--- src/rtl/ocr_pkg.sv ---
// Shared definitions for the inverse-time overcurrent trip timer:
// FSM encoding, band numbering, threshold unit and the band increment table.
package ocr_pkg;

  typedef enum logic [1:0] {
    ST_IDLE     = 2'd0,
    ST_CAPTURE  = 2'd1,
    ST_CLASSIFY = 2'd2,
    ST_UPDATE   = 2'd3
  } state_e;

  // Bands 0..5: 0 is below pick-up, 5 is at or above 8x pick-up.
  localparam int BAND_CNT    = 6;
  localparam int BAND_W      = 3;
  // One trip unit of accumulator per step of the time multiplier.
  localparam int THRESH_UNIT = 64;
  localparam int INCR_W      = 7;

  typedef logic [BAND_W-1:0] band_t;

  // Accumulator increment per band; grows steeply so heavy faults trip fast.
  function automatic logic [INCR_W-1:0] band_incr(input band_t band);
    logic [INCR_W-1:0] incr;
    case (band)
      3'd1:    incr = 7'd1;
      3'd2:    incr = 7'd3;
      3'd3:    incr = 7'd8;
      3'd4:    incr = 7'd20;
      3'd5:    incr = 7'd64;
      default: incr = 7'd0;
    endcase
    return incr;
  endfunction

endpackage

--- src/rtl/idmt_trip_timer_if.sv ---
// Bundle of the RMS-result input side and the trip/status output side.
interface idmt_trip_timer_if #(
  parameter int TMS_W = 4,
  parameter int ACC_W = 16
);
  logic             rms_valid;
  logic [15:0]      rms_value;
  logic [15:0]      I_p;
  logic [TMS_W-1:0] tms;
  logic             trip_ack;
  logic             trip_signal;
  logic             pickup;
  logic [ACC_W-1:0] accum;
  logic             busy;
  logic             overrun;

  // Driver of RMS results and acknowledges; observer of the trip status.
  modport master (
    output rms_valid, rms_value, I_p, tms, trip_ack,
    input  trip_signal, pickup, accum, busy, overrun
  );

  // The trip timer itself.
  modport slave (
    input  rms_valid, rms_value, I_p, tms, trip_ack,
    output trip_signal, pickup, accum, busy, overrun
  );
endinterface

--- src/rtl/ocr_band_classify.sv ---
// Combinational overcurrent band classifier. Compares the RMS value
// against multiples of the pick-up current in 19 bits so 8x never overflows.
module ocr_band_classify
  import ocr_pkg::*;
(
  input  logic [15:0] rms,
  input  logic [15:0] i_p,
  output band_t       band
);

  logic [18:0] rms_w;
  logic [18:0] ip_x1;
  logic [18:0] ip_x15;
  logic [18:0] ip_x2;
  logic [18:0] ip_x4;
  logic [18:0] ip_x8;

  // Threshold multiples of pick-up; 1.5x uses the truncating I_p + I_p/2 form.
  always_comb begin
    rms_w  = {3'b000, rms};
    ip_x1  = {3'b000, i_p};
    ip_x15 = ip_x1 + (ip_x1 >> 3'd1);
    ip_x2  = ip_x1 << 3'd1;
    ip_x4  = ip_x1 << 3'd2;
    ip_x8  = ip_x1 << 3'd3;
  end

  // Highest band whose threshold is met; a zero pick-up never classifies as fault.
  always_comb begin
    band = 3'd0;
    if (i_p == 16'd0) begin
      band = 3'd0;
    end else if (rms_w >= ip_x8) begin
      band = 3'd5;
    end else if (rms_w >= ip_x4) begin
      band = 3'd4;
    end else if (rms_w >= ip_x2) begin
      band = 3'd3;
    end else if (rms_w >= ip_x15) begin
      band = 3'd2;
    end else if (rms_w >= ip_x1) begin
      band = 3'd1;
    end else begin
      band = 3'd0;
    end
  end

endmodule

--- src/rtl/idmt_trip_timer.sv ---
// Inverse-definite-minimum-time trip timer. Each accepted RMS window walks
// IDLE -> CAPTURE -> CLASSIFY -> UPDATE; the window's band feeds a saturating
// accumulator that latches a trip once it reaches (tms+1)*64.
module idmt_trip_timer
  import ocr_pkg::*;
#(
  parameter int TMS_W     = 4,
  parameter int ACC_W     = 16,
  parameter int RESET_DEC = 4
) (
  input  logic            clk_master,
  input  logic            reset,
  idmt_trip_timer_if.slave bus
);

  localparam logic [ACC_W-1:0] ACC_MAX = {ACC_W{1'b1}};
  localparam logic [ACC_W-1:0] DEC_V   = ACC_W'(RESET_DEC);

  state_e           state_q,   state_d;
  logic [15:0]      rms_q,     rms_d;
  logic [15:0]      ip_q,      ip_d;
  logic [TMS_W-1:0] tms_q,     tms_d;
  band_t            band_q,    band_d;
  logic [ACC_W-1:0] accum_q,   accum_d;
  logic             pickup_q,  pickup_d;
  logic             trip_q,    trip_d;
  logic             busy_q,    busy_d;
  logic             overrun_q, overrun_d;

  band_t            band_s;
  logic [ACC_W:0]   sum_s;
  logic [ACC_W-1:0] acc_new_s;
  logic [31:0]      thresh_s;

  ocr_band_classify u_classify (
    .rms  (rms_q),
    .i_p  (ip_q),
    .band (band_s)
  );

  // New accumulator value for the classified band: saturating add or floored decay.
  always_comb begin
    sum_s     = {1'b0, accum_q} + (ACC_W+1)'(band_incr(band_q));
    acc_new_s = accum_q;
    if (band_q == 3'd0) begin
      if (accum_q >= DEC_V) begin
        acc_new_s = accum_q - DEC_V;
      end else begin
        acc_new_s = '0;
      end
    end else if (sum_s[ACC_W]) begin
      acc_new_s = ACC_MAX;
    end else begin
      acc_new_s = sum_s[ACC_W-1:0];
    end
    thresh_s = (32'(tms_q) + 32'd1) * 32'(THRESH_UNIT);
  end

  // Next-state and datapath control; acknowledge overrides any window activity.
  always_comb begin
    state_d   = state_q;
    rms_d     = rms_q;
    ip_d      = ip_q;
    tms_d     = tms_q;
    band_d    = band_q;
    accum_d   = accum_q;
    pickup_d  = pickup_q;
    trip_d    = trip_q;
    overrun_d = overrun_q;
    if (bus.trip_ack) begin
      state_d  = ST_IDLE;
      accum_d  = '0;
      pickup_d = 1'b0;
      trip_d   = 1'b0;
    end else begin
      if (bus.rms_valid && (state_q != ST_IDLE)) begin
        overrun_d = 1'b1;
      end else begin
        overrun_d = overrun_q;
      end
      case (state_q)
        ST_IDLE: begin
          if (bus.rms_valid) begin
            state_d = ST_CAPTURE;
            rms_d   = bus.rms_value;
            ip_d    = bus.I_p;
            tms_d   = bus.tms;
          end else begin
            state_d = ST_IDLE;
          end
        end
        ST_CAPTURE: begin
          band_d  = band_s;
          state_d = ST_CLASSIFY;
        end
        // The window result is committed on the edge into UPDATE so it is
        // visible for the whole UPDATE cycle, three cycles after the strobe.
        ST_CLASSIFY: begin
          accum_d  = acc_new_s;
          pickup_d = (band_q != 3'd0);
          trip_d   = trip_q | (32'(acc_new_s) >= thresh_s);
          state_d  = ST_UPDATE;
        end
        ST_UPDATE: begin
          state_d = ST_IDLE;
        end
        default: begin
          state_d = ST_IDLE;
        end
      endcase
    end
    busy_d = (state_d != ST_IDLE);
  end

  // State and output registers with synchronous active-low reset.
  always_ff @(posedge clk_master) begin
    if (!reset) begin
      state_q   <= ST_IDLE;
      rms_q     <= 16'd0;
      ip_q      <= 16'd0;
      tms_q     <= '0;
      band_q    <= 3'd0;
      accum_q   <= '0;
      pickup_q  <= 1'b0;
      trip_q    <= 1'b0;
      busy_q    <= 1'b0;
      overrun_q <= 1'b0;
    end else begin
      state_q   <= state_d;
      rms_q     <= rms_d;
      ip_q      <= ip_d;
      tms_q     <= tms_d;
      band_q    <= band_d;
      accum_q   <= accum_d;
      pickup_q  <= pickup_d;
      trip_q    <= trip_d;
      busy_q    <= busy_d;
      overrun_q <= overrun_d;
    end
  end

  assign bus.trip_signal = trip_q;
  assign bus.pickup      = pickup_q;
  assign bus.accum       = accum_q;
  assign bus.busy        = busy_q;
  assign bus.overrun     = overrun_q;

endmodule

--- src/flat_wrapper.sv ---
// flat-port wrapper written by rule: the top's interface ports become plain ports
module idmt_trip_timer_flat import ocr_pkg::*;
#(
  parameter int TMS_W     = 4,
  parameter int ACC_W     = 16,
  parameter int RESET_DEC = 4
)
  (clk_master, reset, bus_rms_valid, bus_rms_value, bus_I_p, bus_tms, bus_trip_ack, bus_trip_signal, bus_pickup, bus_accum, bus_busy, bus_overrun);
  idmt_trip_timer_if #(.TMS_W(TMS_W), .ACC_W(ACC_W)) bus_i ();
  input  logic clk_master;
  input  logic reset;
  input wire logic [$bits(bus_i.rms_valid)-1:0] bus_rms_valid;
  input wire logic [$bits(bus_i.rms_value)-1:0] bus_rms_value;
  input wire logic [$bits(bus_i.I_p)-1:0] bus_I_p;
  input wire logic [$bits(bus_i.tms)-1:0] bus_tms;
  input wire logic [$bits(bus_i.trip_ack)-1:0] bus_trip_ack;
  output wire logic [$bits(bus_i.trip_signal)-1:0] bus_trip_signal;
  output wire logic [$bits(bus_i.pickup)-1:0] bus_pickup;
  output wire logic [$bits(bus_i.accum)-1:0] bus_accum;
  output wire logic [$bits(bus_i.busy)-1:0] bus_busy;
  output wire logic [$bits(bus_i.overrun)-1:0] bus_overrun;
  assign bus_i.rms_valid = bus_rms_valid;
  assign bus_i.rms_value = bus_rms_value;
  assign bus_i.I_p = bus_I_p;
  assign bus_i.tms = bus_tms;
  assign bus_i.trip_ack = bus_trip_ack;
  assign bus_trip_signal = bus_i.trip_signal;
  assign bus_pickup = bus_i.pickup;
  assign bus_accum = bus_i.accum;
  assign bus_busy = bus_i.busy;
  assign bus_overrun = bus_i.overrun;
  idmt_trip_timer #(.TMS_W(TMS_W), .ACC_W(ACC_W), .RESET_DEC(RESET_DEC)) u_core (.clk_master(clk_master), .reset(reset), .bus(bus_i));
endmodule
--- config.mk ---
export PLATFORM = sky130hd
export DESIGN_NAME = idmt_trip_timer_flat
export DESIGN_NICKNAME = d
export VERILOG_FILES = /design/src/rtl/ocr_pkg.sv /design/src/rtl/idmt_trip_timer_if.sv /design/src/rtl/ocr_band_classify.sv /design/src/rtl/idmt_trip_timer.sv /design/src/flat_wrapper.sv
export SDC_FILE = /design/constraint.sdc
export NUM_CORES = 1
export LEC_CHECK = 0
export CORE_UTILIZATION = 50
export CTS_CLUSTER_DIAMETER = 30
export DETAILED_ROUTE_END_ITERATION = 12
export GPL_TIMING_DRIVEN = 0
export MAX_ROUTING_LAYER = met4
export PLACE_DENSITY = 0.76
export SLEW_MARGIN = 20
export SYNTH_ARGS = -nofsm -noshare
export SYNTH_HDL_FRONTEND = slang
export SYNTH_SLANG_ARGS = --single-unit
--- constraint.sdc ---
create_clock -name clk_master -period 12.5 [get_ports clk_master]
set_clock_uncertainty 0.05 [all_clocks]
set_input_delay 2.5 -clock clk_master [delete_from_list [all_inputs] [get_ports clk_master]]
set_output_delay 2.5 -clock clk_master [all_outputs]
set_load 0.03 [all_outputs]
==> results.toml, run 1 <==
[timing]
fmax_mhz = 217
maxSlewViolCount = 0
hold_viol = 0
maxSlewHeadroom = 0.360
fin_crit_ps = 4600
period_share = 0.368
rsz0062_at_grt = "no"
setup_viol = 0
tightest_slew_ps = 948
setup_tns_ps = 0

[clock_network]
ctsResizeCount = 0
clk_path_buf_depth = 2
worst_skew_pair.late_latency_ps = 350
post_cts_buffers = 0
clk_pin_slew_worst_paths_ps = 60
cts_buffers = 9
h-tree-depth = 3
clock-sinks = 61
ctsHoldBuffers = 0
cts-root-buf = "clkbuf_16"
cts_tree = "built"

[final_layout]
multi_input_area_um2 = 4430
layout_common_cells = "116 x ha_1, 105 x nand2_1, 61 x dfxtp_1, 59 x clkdlybuf4s50_1, 51 x nor2_1"
seq_area_um2 = 1220
fill_cells = 1007
syn2layout_area_growth_pct = 19.1
drive_gt1_frac = 0.0367
num_antenna_cells = 0
final_common_cell = "ha_1"
fin_nets = 971

[power]
ir_drop_v = 0.0000681
power_density_nw_per_um2 = 97.8
p_leak_nw = 3.01
p_total_uw = 689

[run]
drv_cap = 0

[hold_path]
min-delay-start = "u_core.bus.overrun"
worstHoldPathCells = 1
hp-class = "reg2reg"
holdPathEnd = "u_core.bus.overrun"

[yosys]
ys_warn_count = 0
synth_edf_count = 0
synth.distinct_cells = 63
synth_seq_area_share = 0.207
ys_seq_elements = 61
synth-main-ff-cell = "dfxtp_1"
synthCells = 743
syn_nets = 901
synth_area_um2 = 5910
synth.avg_cell_area_um2 = 7.96
async_flop_share = 0

[global_routing]
grt_pass1_vias = 5481
antenna_found_initial = 0
grt_max_degree = 12
grt_overflow = 0
grt_pass1_wl_um = 27600
grtUsageTotal = 0.289

[detailed_routing]
remaining_drc_errors = 0
initialDrtViolationCount = 343
wl_um = 16900
vias = 5721
drt-pass1-iter-count = 5
vias_per_cell = 5.95
wire_per_inst_um = 17.6
antenna_left = 0

[critical_path]
reg2reg_from = "u_core.band_q[1]"
reg2reg_slack_ps = 7900
reg2reg_depth = 16
worstPathMaxFanout = 8
critPathKind = "reg2reg"
end_kind = "flip-flop"
r2r-end = "u_core.bus.trip_signal"
path_cells = "or3b_2, inv_1, ha_1, a211oi_1, o21ai_0, o311ai_0, nor3_1, or3_1, a21o_1, ha_1, a21o_1, a211oi_1, nand2_1, or4_1, o31ai_1, nand2_1"
arrival_ps = 4780
slowest_stage = "or3b_2"
crit_required_ps = 12680
critPathLaunchType = "flip-flop"
cpPeakStageDelay_ps = 520

[floorplanning]
die_y_um = 111
ios = 60
std_cell_rows = 39
initial_utilization = 0.516
fp.dieW_um = 111
core-area_um2 = 11500
die_area_um2 = 12300

[status]
status = "completed"

[placement]
gp_congestion = 0.908
io_buffers = 59
hpwl_um = 13200
synthesized netlist by cell type, types with 3 or more instances:
cell / instances / area share
nor4_1: 6 / 0.0063
xor2_1: 8 / 0.012
nor3_1: 13 / 0.011
o211ai_1: 3 / 0.0038
o31a_1: 3 / 0.0044
o21a_1: 9 / 0.011
a21o_1: 13 / 0.017
a211oi_1: 20 / 0.025
nor2b_1: 10 / 0.011
o21bai_1: 8 / 0.010
and3b_1: 4 / 0.0059
xnor2_1: 14 / 0.021
or2_2: 4 / 0.0042
mux2i_1: 9 / 0.015
o21ai_0: 36 / 0.030
nand4_1: 12 / 0.013
a21boi_0: 38 / 0.048
nand2b_1: 6 / 0.0063
and3_1: 10 / 0.011
nand3_1: 13 / 0.011
a221oi_1: 4 / 0.0059
ha_1: 116 / 0.25
a21oi_1: 43 / 0.036
or3_1: 3 / 0.0032
and2_1: 5 / 0.0053
a211o_1: 4 / 0.0059
nand2_1: 105 / 0.067
inv_1: 42 / 0.027
a311oi_1: 3 / 0.0044
a31oi_1: 3 / 0.0032
nor2_1: 51 / 0.032
dfxtp_1: 61 / 0.21
nor3b_1: 3 / 0.0038
a2111oi_0: 3 / 0.0044
clkbuf_1: 22 / 0.014
o311a_1: 3 / 0.0051
through the flow:
stage | instances | hold WS [ps] | instance area (µm²) | utilization | setup slack [ps]
3_5_place_dp | 945 | 406 | 6680 | 0.583 | 7920
3_3_place_gp | 945 | 407 | 6680 | 0.583 | 7950
5_1_grt | 961 | 451 | 7040 | 0.614 | 7610
6_report | 961 | 425 | 7040 | 0.614 | 7900
4_1_cts | 961 | 430 | 7040 | 0.614 | 7950
2_1_floorplan | 743 | 411 | 5910 | - | 8440
registers in the layout (all words and copies together), names as in the netlist:
name and cells:
u_core.bus.accum 16, u_core.ip_q 16, u_core.rms_q 16, u_core.tms_q 4, u_core.band_q 3, u_core.state_q 2, u_core.bus.busy 1, u_core.bus.overrun 1
u_core.bus.pickup 1, u_core.bus.trip_signal 1
worst max-delay path: cells and delay by family (launching register included):
kind / cells / cell delay [ps]
flops: 1 / 460
fa+ha+maj: 2 / 500
buf+inv: 1 / 80
compound gates: 7 / 1770
simple gates: 6 / 1630
how the worst max path moves through the flow:
stage | from | to | slack, ps | cells after the start
after floorplan | u_core.bus.accum[3] | u_core.bus.trip_signal | 8440 | 16
after global placement | u_core.bus.accum[3] | u_core.bus.trip_signal | 7950 | 16
after detailed placement | bus_trip_ack | u_core.rms_q[9] | 7920 | 6
after CTS | u_core.band_q[1] | u_core.bus.trip_signal | 7950 | 16
after global routing | u_core.band_q[1] | u_core.bus.trip_signal | 7610 | 15
final | u_core.band_q[1] | u_core.bus.trip_signal | 7900 | 16
layer usage:
layer | part of all wire | track usage | up-vias
li1 | - | - | 2842
met1 | 0.48 | 0.394 | 2665
met2 | 0.43 | 0.428 | 191
met3 | 0.076 | 0.0662 | 23
met4 | 0.016 | 0.0800 | 0
met5 | 0 | - | -
power breakdown:
| group | switching (mW) | internal [mW] |
|---|---|---|
| sequential | 0.0101 | 0.201 |
| clock | 0.101 | 0.206 |
| combinational | 0.0943 | 0.0765 |
| total | 0.205 | 0.484 |
area by class of cell:
type,count,area share
sequential,61,0.173
timing repair buffer,59,0.0839
clock buffer,11,0.0359
buffer,25,0.0155
tap,143,0.0254
clock inverter,5,0.0151
inverter,42,0.0224
multi-input combinational,615,0.628
cells by family (layout without fill, tap and decap cells):
logic type | count (synthesis) | after routing | synth area share
AND/OR/NAND/NOR | 253 | 253 | 0.201
adder cells (fa/ha/maj) | 118 | 118 | 0.252
XOR/XNOR | 22 | 22 | 0.0326
multiplexers | 10 | 10 | 0.0171
AO/OA/AOI/OAI | 212 | 212 | 0.245
flip-flops | 61 | 61 | 0.207
buffers and inverters | 67 | 142 | 0.0451
(Power assumes the default switching activity.)
==> inputs of run 2 (changes only) <==
Clock period 12.5 ns to 4.4 ns, I/O delays scaled along.
==> run 2 against run 1 <==
Register-to-register slack lost 7700 ps. Hold slack is essentially flat. Critical path type unchanged. Largest cell class unchanged. Clock-buffer cell count stayed put.
==> results.toml, run 2 (same netlist as run 1, synthesis figures left out) <==
[floorplanning]
fp.dieW_um = 111
initial_utilization = 0.516
die_area_um2 = 12300
core-area_um2 = 11500
die_y_um = 111
std_cell_rows = 39
ios = 60

[critical_path]
reg2reg_slack_ps = 220
critPathLaunchType = "flip-flop"
cpPeakStageDelay_ps = 510
reg2reg_from = "u_core.band_q[0]"
reg2reg_depth = 17
crit_required_ps = 4580
critPathKind = "reg2reg"
end_kind = "flip-flop"
path_cells = "buf_6, or3b_2, inv_1, ha_1, a211oi_2, o21ai_2, o311ai_2, nor3_1, or3_1, a21o_1, ha_1, a21o_1, a211oi_1, nand2_1, or4_1, o31ai_1, nand2_1"
arrival_ps = 4360
slowest_stage = "or3b_2"
r2r-end = "u_core.bus.trip_signal"
worstPathMaxFanout = 8

[status]
status = "completed"

[detailed_routing]
antenna_left = 0
vias = 5779
drt-pass1-iter-count = 5
initialDrtViolationCount = 385
wl_um = 17100
remaining_drc_errors = 0
vias_per_cell = 5.99
wire_per_inst_um = 17.7

[placement]
gp_congestion = 0.908
pre_cts_ws_ps = -112
placed_area_um2 = 6680
io_buffers = 59
hpwl_um = 13200

[clock_network]
clk_pin_slew_worst_paths_ps = 50
h-tree-depth = 3
clk_path_buf_depth = 2
cts_tree = "built"
cts-root-buf = "clkbuf_16"
clock-sinks = 61
ctsHoldBuffers = 0
cts_buffers = 9
worst_skew_pair.late_latency_ps = 350

[power]
pwr-share-seq = 0.307
ir_drop_v = 0.000194
p_leak_nw = 3.06
combPwrFrac = 0.250
switchingPower_uw = 583
pwr-share-clk = 0.443
power_density_nw_per_um2 = 274
p_int_mw = 1.38
p_total_mw = 1.96
swShare = 0.297

[final_layout]
syn2layout_area_growth_pct = 21.0
fin_nets = 974
num_antenna_cells = 0
final_common_cell = "ha_1"
layout_common_cells = "115 x ha_1, 104 x nand2_1, 59 x clkdlybuf4s50_1, 59 x dfxtp_1, 51 x nor2_1"
fin_area_um2 = 7160
drive_gt1_frac = 0.0621

[hold_path]
worstHoldPathCells = 1
min-delay-start = "u_core.bus.overrun"
holdPathEnd = "u_core.bus.overrun"
hp-class = "reg2reg"

[global_routing]
grt_pass1_wl_um = 27600
grt_overflow = 0
grtUsageTotal = 0.289
grt_pass1_vias = 5499
antenna_found_initial = 0
grt_max_degree = 12

[timing]
fin_crit_ps = 4180
setup_tns_ps = 0
maxSlewHeadroom = 0.434
fmax_mhz = 239
period_share = 0.950
hold_viol = 0
setup_viol = 0
tightest_slew_ps = 841
fin_ws_ps = 220
maxSlewViolCount = 0

[run]
drv_cap = 0
[run 2: layout make-up]
cell class	count	area (µm²)
multi-input cells	615	4510
fillers	999	4310
flip-flops and latches	61	1220
repair buffers	62	613
clock buffers	11	253
well taps	143	179
inverters	42	158
plain buffers	25	113
clock inverters	5	106
[run 2: worst max-delay path by stage]
stage               cells past startpoint                 from  slack [ps]                     end
detailed placement                     16  u_core.bus.accum[3]        -110  u_core.bus.trip_signal
global route                           18       u_core.ip_q[0]          -6        u_core.band_q[1]
CTS                                    15     u_core.band_q[1]          20  u_core.bus.trip_signal
global placement                       16  u_core.bus.accum[3]        -150  u_core.bus.trip_signal
finish                                 17     u_core.band_q[0]         220  u_core.bus.trip_signal
floorplan                              16  u_core.bus.accum[3]         340  u_core.bus.trip_signal
[run 2: per-stage QoR]
step / hold WS [ps] / utilization / std cells
2_1_floorplan: 411 / - / 743
3_3_place_gp: 407 / 0.583 / 945
3_5_place_dp: 406 / 0.583 / 945
4_1_cts: 430 / 0.616 / 961
5_1_grt: 451 / 0.624 / 964
6_report: 424 / 0.624 / 964
[run 2: worst max-delay path, delay by kind of cell (launching register included)]
family,cells,cell delay (ps)
adder cells (fa/ha/maj),2,510
AND/OR/NAND/NOR,6,1560
AO/OA/AOI/OAI,7,1430
buffers and inverters,2,210
flip-flops,1,300
[run 2: what timing repair did]
action                                  in CTS  in global routing
pin swaps                                    0                  3
buffers inserted                             0                  3
endpoints found under the setup margin       3                  3
resized for setup                            7                 20
cloned                                       0                  0
[run 2: power groups by stage]
stage	clock, mW	sequential, mW	combinational, mW
floorplan	0	0.605	0.324
detailed placement	0	0.612	0.471
global route	0.896	0.604	0.544
finish	0.869	0.601	0.491
CTS	0.873	0.600	0.478
global placement	0	0.611	0.454
[run 2: per-layer routing]
metal / routed length (µm) / global-route usage / share of wire
met3: 1240 / 0.0667 / 0.072
met2: 7350 / 0.429 / 0.43
met5: 0 / - / 0
met1: 8210 / 0.392 / 0.48
met4: 261 / 0.0827 / 0.015
